**config.mk**
```make
export PLATFORM = sky130hd
export DESIGN_NAME = elevator_scan_ctrl
export DESIGN_NICKNAME = d
export VERILOG_FILES = /design/src/rtl/elevator_scan_ctrl.sv
export SDC_FILE = /design/constraint.sdc
export NUM_CORES = 1
export LEC_CHECK = 0
export CAP_MARGIN = 5
export CORE_ASPECT_RATIO = 0.75
export CORE_UTILIZATION = 50
export DETAILED_ROUTE_END_ITERATION = 7
export PLACE_DENSITY = 0.73
export SLEW_MARGIN = 20
export SYNTH_ARGS = -nofsm -noshare
export SYNTH_HDL_FRONTEND = slang
export SYNTH_SLANG_ARGS = --single-unit
```
**constraint.sdc**
```tcl
create_clock -name clk -period 5.6 [get_ports clk]
set_input_delay 1.4 -clock clk [delete_from_list [all_inputs] [get_ports clk]]
set_output_delay 1.4 -clock clk [all_outputs]
set_load 0.005 [all_outputs]
```
**src/rtl/elevator_scan_ctrl.sv**
```systemverilog
`default_nettype none
// +----------------------------------------------------------------------+
// | elevator_scan_ctrl : single-car SCAN elevator scheduler with a       |
// |                      latched call bitmask and timed door.            |
// | Revision: 1.0                                                        |
// +----------------------------------------------------------------------+
module elevator_scan_ctrl #(
  parameter int NUM_FLOORS    = 16,
  parameter int FLOOR_W       = 4,
  parameter int TRAVEL_CYCLES = 8,
  parameter int DOOR_CYCLES   = 10
) (
  input  logic                  clk,
  input  logic                  reset,
  input  logic                  req_valid,
  input  logic [FLOOR_W-1:0]    req_floor,
  input  logic                  hold_door,
  output logic [FLOOR_W-1:0]    elevator_floor,
  output logic                  dir_up,
  output logic                  dir_down,
  output logic                  door_open,
  output logic                  arrived,
  output logic                  req_err,
  output logic [NUM_FLOORS-1:0] pending
);

  localparam int TCNT_W = (TRAVEL_CYCLES > 1) ? $clog2(TRAVEL_CYCLES) : 1;
  localparam int DCNT_W = (DOOR_CYCLES > 1) ? $clog2(DOOR_CYCLES) : 1;
  localparam logic [TCNT_W-1:0]  TCNT_LAST   = TCNT_W'(TRAVEL_CYCLES - 1);
  localparam logic [DCNT_W-1:0]  DCNT_LAST   = DCNT_W'(DOOR_CYCLES - 1);
  localparam logic [TCNT_W-1:0]  TCNT_ONE    = TCNT_W'(1);
  localparam logic [DCNT_W-1:0]  DCNT_ONE    = DCNT_W'(1);
  localparam logic [FLOOR_W-1:0] FLOOR_ONE   = FLOOR_W'(1);
  localparam logic [FLOOR_W:0]   FLOOR_LIMIT = (FLOOR_W + 1)'(NUM_FLOORS);

  typedef enum logic [1:0] {
    IDLE      = 2'd0,
    MOVE_UP   = 2'd1,
    MOVE_DOWN = 2'd2,
    DOOR_OPEN = 2'd3
  } state_t;

  state_t                state, state_nx;
  logic                  dir_pref, dir_pref_nx;
  logic [TCNT_W-1:0]     tcnt, tcnt_nx;
  logic [DCNT_W-1:0]     dcnt, dcnt_nx;
  logic [FLOOR_W-1:0]    floor_nx, step_floor;
  logic [NUM_FLOORS-1:0] pending_nx, set_mask, clr_mask;
  logic [NUM_FLOORS-1:0] req_hot, step_hot, above, below;
  logic                  req_in_range, req_here, arrived_nx, req_err_nx;

  assign req_in_range = ({1'b0, req_floor} < FLOOR_LIMIT);
  assign req_here     = req_valid && req_in_range && (req_floor == elevator_floor);
  // Movement only happens with a pending bit beyond the car, so this never wraps.
  assign step_floor   = (state == MOVE_DOWN) ? (elevator_floor - FLOOR_ONE)
                                             : (elevator_floor + FLOOR_ONE);

  always_comb begin
    req_hot  = '0;
    step_hot = '0;
    above    = '0;
    below    = '0;
    for (int f = 0; f < NUM_FLOORS; f++) begin
      req_hot[f]  = (req_floor == FLOOR_W'(f));
      step_hot[f] = (step_floor == FLOOR_W'(f));
      above[f]    = pending[f] && (FLOOR_W'(f) > elevator_floor);
      below[f]    = pending[f] && (FLOOR_W'(f) < elevator_floor);
    end
  end

  always_comb begin
    state_nx    = state;
    floor_nx    = elevator_floor;
    dir_pref_nx = dir_pref;
    tcnt_nx     = tcnt;
    dcnt_nx     = dcnt;
    arrived_nx  = 1'b0;
    clr_mask    = '0;
    req_err_nx  = req_valid && !req_in_range;
    set_mask    = (req_valid && req_in_range) ? req_hot : '0;
    // A call for the floor the car is standing at is served by the door, not queued.
    if (req_here && (state == IDLE || state == DOOR_OPEN)) begin
      set_mask = '0;
    end

    case (state)
      IDLE: begin
        if (req_here) begin
          state_nx   = DOOR_OPEN;
          dcnt_nx    = '0;
          arrived_nx = 1'b1;
        end else if ((|above) && (dir_pref || !(|below))) begin
          state_nx    = MOVE_UP;
          dir_pref_nx = 1'b1;
          tcnt_nx     = '0;
        end else if (|below) begin
          state_nx    = MOVE_DOWN;
          dir_pref_nx = 1'b0;
          tcnt_nx     = '0;
        end
      end

      MOVE_UP, MOVE_DOWN: begin
        if (tcnt == TCNT_LAST) begin
          floor_nx = step_floor;
          tcnt_nx  = '0;
          // Includes a call for the arrival floor landing on this same edge.
          if (|(step_hot & (pending | set_mask))) begin
            clr_mask   = step_hot;
            state_nx   = DOOR_OPEN;
            dcnt_nx    = '0;
            arrived_nx = 1'b1;
          end
        end else begin
          tcnt_nx = tcnt + TCNT_ONE;
        end
      end

      DOOR_OPEN: begin
        if (req_here || hold_door) begin
          dcnt_nx = '0;
        end else if (dcnt != DCNT_LAST) begin
          dcnt_nx = dcnt + DCNT_ONE;
        end else if (dir_pref ? (|above) : (|below)) begin
          state_nx = dir_pref ? MOVE_UP : MOVE_DOWN;
          tcnt_nx  = '0;
        end else if (dir_pref ? (|below) : (|above)) begin
          state_nx    = dir_pref ? MOVE_DOWN : MOVE_UP;
          dir_pref_nx = !dir_pref;
          tcnt_nx     = '0;
        end else begin
          state_nx = IDLE;
        end
      end

      default: state_nx = IDLE;
    endcase

    pending_nx = (pending | set_mask) & ~clr_mask;
  end

  always_ff @(posedge clk or negedge reset) begin
    if (!reset) begin
      state          <= IDLE;
      elevator_floor <= '0;
      pending        <= '0;
      dir_pref       <= 1'b1;
      tcnt           <= '0;
      dcnt           <= '0;
      dir_up         <= 1'b0;
      dir_down       <= 1'b0;
      door_open      <= 1'b0;
      arrived        <= 1'b0;
      req_err        <= 1'b0;
    end else begin
      state          <= state_nx;
      elevator_floor <= floor_nx;
      pending        <= pending_nx;
      dir_pref       <= dir_pref_nx;
      tcnt           <= tcnt_nx;
      dcnt           <= dcnt_nx;
      dir_up         <= (state_nx == MOVE_UP);
      dir_down       <= (state_nx == MOVE_DOWN);
      door_open      <= (state_nx == DOOR_OPEN);
      arrived        <= arrived_nx;
      req_err        <= req_err_nx;
    end
  end

endmodule
`default_nettype wire

```
==> results.py <==
metrics = {
    "yosys": {
        "synth_fp_nets": 343,
        "synth_top_family_by_area": "compound AO/OA/AOI/OAI gates",
        "synth_ff_type": "dfrtp_1",
        "synth_cells": 322,
        "synth.avg_cell_area_um2": 8.62,
        "synth_edf_count": 0,
        "ys_ff_latch": 34,
        "synth-simple-area-share_pct": 21.7,
        "yosysUniqueCellTypes": 69,
        "synth_area_leaders": "dfrtp_1 30%, a21oi_1 6.1%, ha_1 5.9%",
        "syn-cell-area_um2": 2780,
        "yosys.area.top_type_share_pct": 29.7,
        "yosysTopAreaCell": "dfrtp_1",
        "synthMuxAreaShare_pct": 2.70,
        "synthAdderAreaFrac_pct": 5.86,
        "async_reset_ff_share_pct": 100,
        "synth-compound-area-share_pct": 30.4,
        "synth_xor_xnor_area_share_pct": 3.74,
        "yosysSeqAreaShare_pct": 30.7,
        "yosysWarningCount": 0,
    },
    "floorplanning": {
        "die-area_um2": 5860,
        "die_w_um": 88.0,
        "start_util_pct": 51.9,
        "io_pins": 33,
        "rows": 23,
        "coreArea_um2": 5350,
        "die_h_um": 66.5,
    },
    "routing": {
        "drt_iter0_drc": 246,
        "wl_um": 7890,
        "antenna_left": 0,
        "vias": 2673,
        "drc": 0,
        "via_per_inst": 6.35,
        "top_layer": "met4",
        "wl_met2_um": 3250,
        "drt-met1-wl_um": 3780,
        "dr_wl_met3_um": 713,
        "dr.pass1.iters": 5,
        "wl_per_cell_um": 18.7,
    },
    "clock_tree": {
        "cts_setup_buffers": 0,
        "hold_buffers": 0,
        "clk_transition_reported_paths_ps": 70,
        "clk_latency_ps": 280,
        "htree_levels": 2,
        "cts_root_buf": "clkbuf_8",
        "cts_tree": "yes",
        "clockBufferDepth": 2,
        "post_cts_resized": 0,
        "cts_buffers": 5,
        "cts.sinks": 34,
    },
    "layout": {
        "layout_common_cells": "35 x nor2_1, 34 x a21oi_1, 33 x dfrtp_1",
        "area_growth_pct": 15.9,
        "instances_no_fill": 421,
        "final_core_util_pct": 60.1,
        "final_common_cell": "nor2_1",
        "nets": 366,
        "n_antenna_cell": 0,
        "final_cell_area_um2": 3220,
        "layout-drive-gt1-share_pct": 11.3,
    },
    "grt": {
        "grt_antenna_before_repair": 0,
        "grt_overflow": 0,
        "grt_max_degree": 35,
        "grt_pass1_vias": 2397,
        "grt_util_all_layers_pct": 28.4,
        "grt_pass1_wl_um": 12400,
    },
    "worst_setup_path": {
        "crit_path_end_kind": "register",
        "cp.arrival_ps": 4490,
        "crit_fanout": 12,
        "reg2reg_to": "pending[12]$_DFF_PN0_",
        "critical_path.endpoint": "dcnt[1]$_DFFE_PN0P_",
        "reg2reg_depth": 10,
        "cp-startpoint": "req_floor[0]",
        "cp-start-kind": "input port",
        "cpMostUsedCell": "nand3_2",
        "regToRegStartpoint": "elevator_floor[0]$_DFFE_PN0P_",
        "crit_slowest_cell": "clkdlybuf4s50_1",
        "cpPeakStageDelay_ps": 660,
        "cp_cell_sequence": "clkdlybuf4s50_1 -> xnor2_4 -> nand3_2 -> o41ai_1 -> o22ai_1 -> nor4_2 -> nand3_2 -> a31oi_4 -> mux2_1",
        "rrSetupSlack_ps": 1790,
        "worstSetupPathType": "input port to register",
        "crit_required_ps": 5760,
    },
    "placed_design": {
        "io_buffers": 31,
        "placed_area_um2": 3110,
        "hpwlAfterDp_um": 5830,
        "pre_cts_ws_ps": 1080,
        "placed_cells": 413,
        "place.gp.congestion": 0.921,
    },
    "power_and_ir_drop": {
        "swShare_pct": 47.9,
        "p_seq_share_pct": 28.8,
        "intPower_mw": 0.888,
        "pwr-share-comb_pct": 58.2,
        "p_sw_mw": 0.815,
        "power.leakage_nw": 1.22,
        "peakVddDrop_mv": 0.240,
        "p_per_area_nw_per_um2": 529,
        "pwr-share-clk_pct": 13.0,
    },
    "timing": {
        "tightest_slew_ps": 858,
        "hold_viol": 0,
        "fmax_mhz": 231,
        "clock_skew_ps": 5.99,
        "finalCritPeriodShare_pct": 77.2,
        "finalWorstSetupSlack_ps": 1280,
        "maxSlewViolCount": 0,
        "setup_violations": 0,
        "max_slew_margin_pct": 42.6,
        "rsz0062_at_grt": "false",
        "final.setup.tns_ps": 0,
        "fin_crit_ps": 4320,
    },
    "status": {
        "status": "completed",
    },
    "min_path": {
        "whs_path_depth": 2,
        "holdCritPathClass": "register to register",
    },
    "run": {
        "cap_violations": 0,
    },
}
[per-layer routing]
metal | vias to the layer above | global-route usage [%]
li1 | 1251 | -
met1 | 1255 | 42.4
met2 | 151 | 39.1
met3 | 16 | 6.82
met4 | 0 | 9.88
met5 | - | 0
[registers in the layout, indices dropped and copies added (netlist names)]
name	count
dir_up	1
dcnt	4
tcnt	3
arrived	1
pending	16
dir_down	1
door_open	1
state	2
elevator_floor	4
dir_pref	1
[cells in the mapped netlist, types with 5 or more instances]
cell,instances
a21o_1,8
clkbuf_1,8
or2_2,7
o22ai_1,5
nand2_1,13
nor2_1,35
o21ai_0,19
inv_1,15
dfrtp_1,33
nor3_1,5
a21oi_1,34
ha_1,13
o221ai_1,5
nand4_1,10
nand2b_1,7
[worst min-delay path by stage]
stage                            to            startpoint  slack, ps
6_report       dir_pref$_DFFE_PN1P_  dir_pref$_DFFE_PN1P_        510
2_1_floorplan  dir_pref$_DFFE_PN1P_  dir_pref$_DFFE_PN1P_        460
5_1_grt        dir_pref$_DFFE_PN1P_  dir_pref$_DFFE_PN1P_        530
3_5_place_dp   dir_pref$_DFFE_PN1P_  dir_pref$_DFFE_PN1P_        500
4_1_cts        dir_pref$_DFFE_PN1P_  dir_pref$_DFFE_PN1P_        510
3_3_place_gp   dir_pref$_DFFE_PN1P_  dir_pref$_DFFE_PN1P_        480
[worst max-delay path: cells and delay by family]
family                    cells  cell delay, ps
AOI/OAI and AO/OA             3             960
and+or+nand+nor               3             750
buffers and inverters         1             660
xor gates and xnor gates      1             370
muxes                         1             340
[final cells by class]
cell class                 count  area (um2)
fill                         481        2130
multi-input combinational    257        1790
sequential                    34         852
timing repair buffer          32         318
tap                           75        93.8
clock buffer                   7        76.3
inverter                      15        56.3
clock inverter                 1        30.0
[cells by family after synthesis]
kind of cell / after synthesis
flip-flops: 34
buffers and inverters: 31
AO/OA/AOI/OAI: 120
multiplexers: 7
XOR/XNOR: 8
other: 1
adder cells (fa/ha/maj): 13
AND/OR/NAND/NOR: 108
[through the flow]
step	power, mW	hold slack, ps
after global placement	1.44	485
after global routing	1.82	526
after CTS	1.68	511
after floorplan	1.12	464
final	1.70	508
after detailed placement	1.45	497
[power groups by stage]
stage	registers, mW	logic (mW)	clock network, mW
final	0.491	0.991	0.221
after global routing	0.503	1.08	0.237
after CTS	0.483	0.974	0.226
after detailed placement	0.487	0.965	0
after global placement	0.489	0.952	0
after floorplan	0.416	0.707	0
Power figures use the tool's default switching activity.
==> edit 1, RTL diff (same settings) <==
Take the reset off `pending` and load it in a clocked block of its own.
--- a/src/rtl/elevator_scan_ctrl.sv
+++ b/src/rtl/elevator_scan_ctrl.sv
@@ -143,7 +143,6 @@
     if (!reset) begin
       state          <= IDLE;
       elevator_floor <= '0;
-      pending        <= '0;
       dir_pref       <= 1'b1;
       tcnt           <= '0;
       dcnt           <= '0;
@@ -155,7 +154,6 @@
     end else begin
       state          <= state_nx;
       elevator_floor <= floor_nx;
-      pending        <= pending_nx;
       dir_pref       <= dir_pref_nx;
       tcnt           <= tcnt_nx;
       dcnt           <= dcnt_nx;
@@ -167,6 +165,10 @@
     end
   end
 
+  always_ff @(posedge clk) begin
+    pending <= pending_nx;
+  end
+
 endmodule
 `default_nettype wire
 
Formal check against the unedited RTL: not equivalent (Yosys sat finds a counterexample within 4 cycles, from zero or initial values and one cycle with reset low).
==> edit 1 against the original RTL <==
- clock skew about the same
- worst setup slack better by 0.050 ns
- combinational power down 0.7%
- cell area down 2.8%
- wire length down 4.2%
- critical endpoint is now dcnt[0]
- sequential cell count unchanged
- synthesized area down 2.9%
- total power down 0.15%
- synthesized cell count unchanged
==> edit 1: results (changes against the original RTL) <==
drt:
  routed_wl_um: 7560  # -4.2%
  vias: 2646  # -1.0%
  wl_met2_um: 3150  # -3.0%
  wirelength_met1_um: 3550  # -6.1%
  drtIter0Drc: 280  # +14%
  route.met3.wl_um: 738  # +3.5%
global_route:
  antenna_found_initial: 0  # unchanged
  grtUsageMet3: 0.0766  # +0.00848
  grt_usage: 0.286  # +0.00222
  grt_use_met2: 0.403  # +0.0121
  grt_pass1_wl_um: 12400  # -0.56%
  grt_max_degree: 25  # -29%
  use_met1: 0.422  # -0.00241
place:
  place_ws_ns: 1.07  # -0.00126 ns
  post_dp_cell_area_um2: 3020  # -2.9%
  hpwl_um: 5530  # -5.1%
  numPlacedInstances: 409  # -0.97%
  gp_congestion: 0.929  # +0.93%
pwr:
  p_leak_nw: 1.18  # -3.1%
  cellPowerDensity_nw_per_um2: 544  # +2.8%
  pg_seq_mw: 0.490  # about the same
  vdd_drop_max_uv: 259  # +7.6%
  switching_share: 0.477  # -0.00140
  p_comb_mw: 0.984  # -0.7%
synth:
  seq_area_frac_synth: 0.286  # -0.0206
  async_flop_share: 0.529  # -0.471
  yosys-top-cells-count: "nor2_1 (35), a21oi_1 (34), o21ai_0 (19)"
  avgSynthCellArea_um2: 8.37  # -2.9%
  synth_cell_types: 70  # +1.4%
  synth_area_leaders: "dfrtp_1 (16%), dfxtp_1 (12%), a21oi_1 (6.3%)"
finish:
  fin_cells: 417  # -0.95%
  nNetsFinal: 365  # -0.27%
  fillCellCount: 451  # -6.2%
  clk_share: 0.0340  # +0.000965
  drive_gt1_frac: 0.110  # -0.00257
  multi_input_area_share: 0.573  # +0.0163
  antenna_cells: 0  # unchanged
  register_area_um2: 772  # -9.4%
  signal_buffers: 31  # -3.1%
  buffer_area_frac: 0.0992  # +0.000484
cts:
  cts_resized: 0  # unchanged
critical_path:
  arrival_ns: 4.45  # -0.04 ns
sta:
  clock_skew_ns: 0.00587  # -0.000121 ns
  slew_headroom: 0.463  # +0.0363
floorplanning:
  row_count: 22  # -4.3%
status:
  status: "completed"
==> edit 1: cell types whose count changed in the layout (fill, tap and decap cells not counted) <==
cell / unedited run / this run
dfxtp_1: 0 / 16
buf_4: 1 / 0
dfrtp_1: 33 / 17
==> edit 1: kinds of logic after synthesis <==
logic type	count (synthesis)	share of synthesized area
other	1	0.00139
AO/OA/AOI/OAI	120	0.313
XOR/XNOR	8	0.0385
adder cells (fa/ha/maj)	13	0.0603
buffers and inverters	31	0.0492
AND/OR/NAND/NOR	108	0.224
flip-flops	34	0.286
multiplexers	7	0.0278
==> edit 1: worst paths after layout <==
check / start / endpoint / slack (ns) / cells after the start
worst max-delay path: req_floor[0] / dcnt[0] / 1.33 / 9
worst min-delay path: dir_pref / dir_pref / 0.49 / 2
worst max register to register: elevator_floor[0] / pending[15] / 1.86 / 10
worst min register to register: dir_pref / dir_pref / 0.49 / 2
max in group asynchronous: reset / arrived / 3.53 / 1
min in group asynchronous: reset / dcnt[3] / 1.57 / 1
==> edit 2, RTL diff (same settings) <==
Without the edit above. Change the parameter `FLOOR_W` from 4 to 6.
--- a/src/rtl/elevator_scan_ctrl.sv
+++ b/src/rtl/elevator_scan_ctrl.sv
@@ -6,7 +6,7 @@
 // +----------------------------------------------------------------------+
 module elevator_scan_ctrl #(
   parameter int NUM_FLOORS    = 16,
-  parameter int FLOOR_W       = 4,
+  parameter int FLOOR_W       = 6,
   parameter int TRAVEL_CYCLES = 8,
   parameter int DOOR_CYCLES   = 10
 ) (
Ports: changed (resized elevator_floor and req_floor); port bits go from 33 to 37. No check against the original RTL was run, so the function may have changed too.
==> edit 2 against the original RTL <==
- cell count increased by 5.5%
- count of clock-buffer cells in the layout decreased by 1
- clock skew increased by 0.0042 ns
- sequential cell count increased by 3
- global-route usage increased by 1.8 points
- worst setup slack improved by 0.084 ns
- critical path depth increased by 1
- wire length increased by 16%
- synthesized area increased by 6.3%
- non-clock buffer count increased by 7
- largest cell class unchanged
- cell area increased by 7.7%
Power is not compared: it rests on default switching activity, and its combinational part moved more than twofold at a synthesized area within 25%.
==> edit 2: results (changes against the original RTL) <==
status:
  status: "completed"
cts:
  cts-root-buf: "clkbuf_8"
  cts_buffers: 5  # unchanged
  clk_latency_ns: 0.30  # +0.02 ns
  ctsHtreeMaxLevel: 2  # unchanged
synth:
  synth_compound_area_frac: 0.316  # +0.0126
  yosys-top-cells-count: "a21oi_1 (45), dfrtp_1 (36), nor2_1 (28)"
  synth_ff_type: "dfrtp_1"
  synth_area_leaders: "dfrtp_1 (31%), a21oi_1 (7.6%), ha_1 (5.9%)"
  synth_xor_area_frac: 0.0411  # +0.00373
  syn_nets: 355  # +3.5%
  synthMuxAreaShare: 0.0331  # +0.00604
  synth_cell_types: 73  # +5.8%
  synth_cells: 331  # +2.8%
  seq_area_frac_synth: 0.314  # +0.00735
  synth_fa_ha_area_frac: 0.0594  # +0.000787
finish:
  drive_gt1_frac: 0.127  # +0.0147
  fillCellCount: 487  # +1.2%
  nNetsFinal: 392  # +7.1%
  reg_top3: "pending x16, elevator_floor x6, dcnt x4"
  antenna_cells: 0  # unchanged
place:
  port_buffers: 36  # +16%
  post_dp_cell_area_um2: 3370  # +8.3%
  hpwl_um: 6900  # +18%
  place_ws_ns: 1.11  # +0.0376 ns
  gp_congestion: 1.02  # +10%
  numPlacedInstances: 436  # +5.6%
drt:
  wl_met2_um: 3640  # +12%
  route.met3.wl_um: 1120  # +57%
  drtIter0Drc: 300  # +22%
  routed_via_density: 6.55  # +3.1%
  wirelength_met1_um: 4290  # +14%
  routedWlPerCell_um: 20.6  # +10%
  routed_wl_um: 9170  # +16%
  routed.top_layer: "met4"
critical_path:
  critPathMaxFanout: 6  # -6
  cpLargestDelayFamily: "compound AO/OA/AOI/OAI gates"
  cpPeakStageDelay_ns: 0.69  # +0.03 ns
  arrival_ns: 4.42  # -0.07 ns
global_route:
  grt_pass1_vias: 2584  # +7.8%
  grt_pass1_wl_um: 14100  # +14%
  grt_max_degree: 38  # +8.6%
  grt_usage: 0.302  # +0.0182
sta:
  clock_skew_ns: 0.0102  # +0.00419 ns
  slew_headroom: 0.410  # -0.0165
  slew_viol_final: 0  # unchanged
[edit 2: layout make-up]
class                           instances  area [um^2]  area share
Multi-Input combinational cell        267         1900       0.549
Tap cell                               75         93.8      0.0271
Clock inverter                          2         13.8     0.00397
Timing Repair Buffer                   39          378       0.109
Sequential cell                        37          927       0.267
Clock buffer                            6         82.6      0.0238
Inverter                               18         67.6      0.0195
[edit 2: routing by layer]
layer	GRT usage	vias to the layer above
met5	0	-
met4	0.0625	0
met3	0.0943	16
met2	0.426	204
met1	0.448	1358
li1	-	1328
[edit 2: path summary, 6_finish.rpt]
path	slack [ns]	depth (start not counted)	startpoint	end
max	1.36	10	req_floor[0]	dcnt[0]
min	0.53	1	dcnt[3]	dcnt[3]
max reg2reg	1.61	11	state[0]	dcnt[0]
min reg2reg	0.53	1	dcnt[3]	dcnt[3]
max in group asynchronous	3.88	1	reset	pending[2]
min in group asynchronous	1.19	1	reset	elevator_floor[5]
[edit 2: worst reg2reg max path, cell delays in order (launching register included)]
cell and delay, ns:
dfrtp_1 0.41, inv_1 0.12, ha_1 0.49, mux2i_2 0.51, xnor2_2 0.25, nor3_2 0.56, a22oi_1 0.19, a211oi_1 0.42
a2111oi_4 0.13, a31o_4 0.26, a21oi_4 0.20, mux2_4 0.32
[edit 2: cell families (layout without fill, tap and decap cells)]
| group | after synthesis | after routing |
|---|---|---|
| AO/OA/AOI/OAI | 132 | 132 |
| AND/OR/NAND/NOR | 100 | 100 |
| flip-flops | 37 | 37 |
| buffers and inverters | 27 | 65 |
| adder cells (fa/ha/maj) | 14 | 14 |
| XOR/XNOR | 13 | 13 |
| multiplexers | 8 | 8 |
[edit 2: power breakdown]
part	leakage [nW]	switching (mW)	internal, mW
logic	0.854	0.0680	0.0813
registers	0.448	0.0458	0.289
clock network	0.0512	0.0991	0.0997
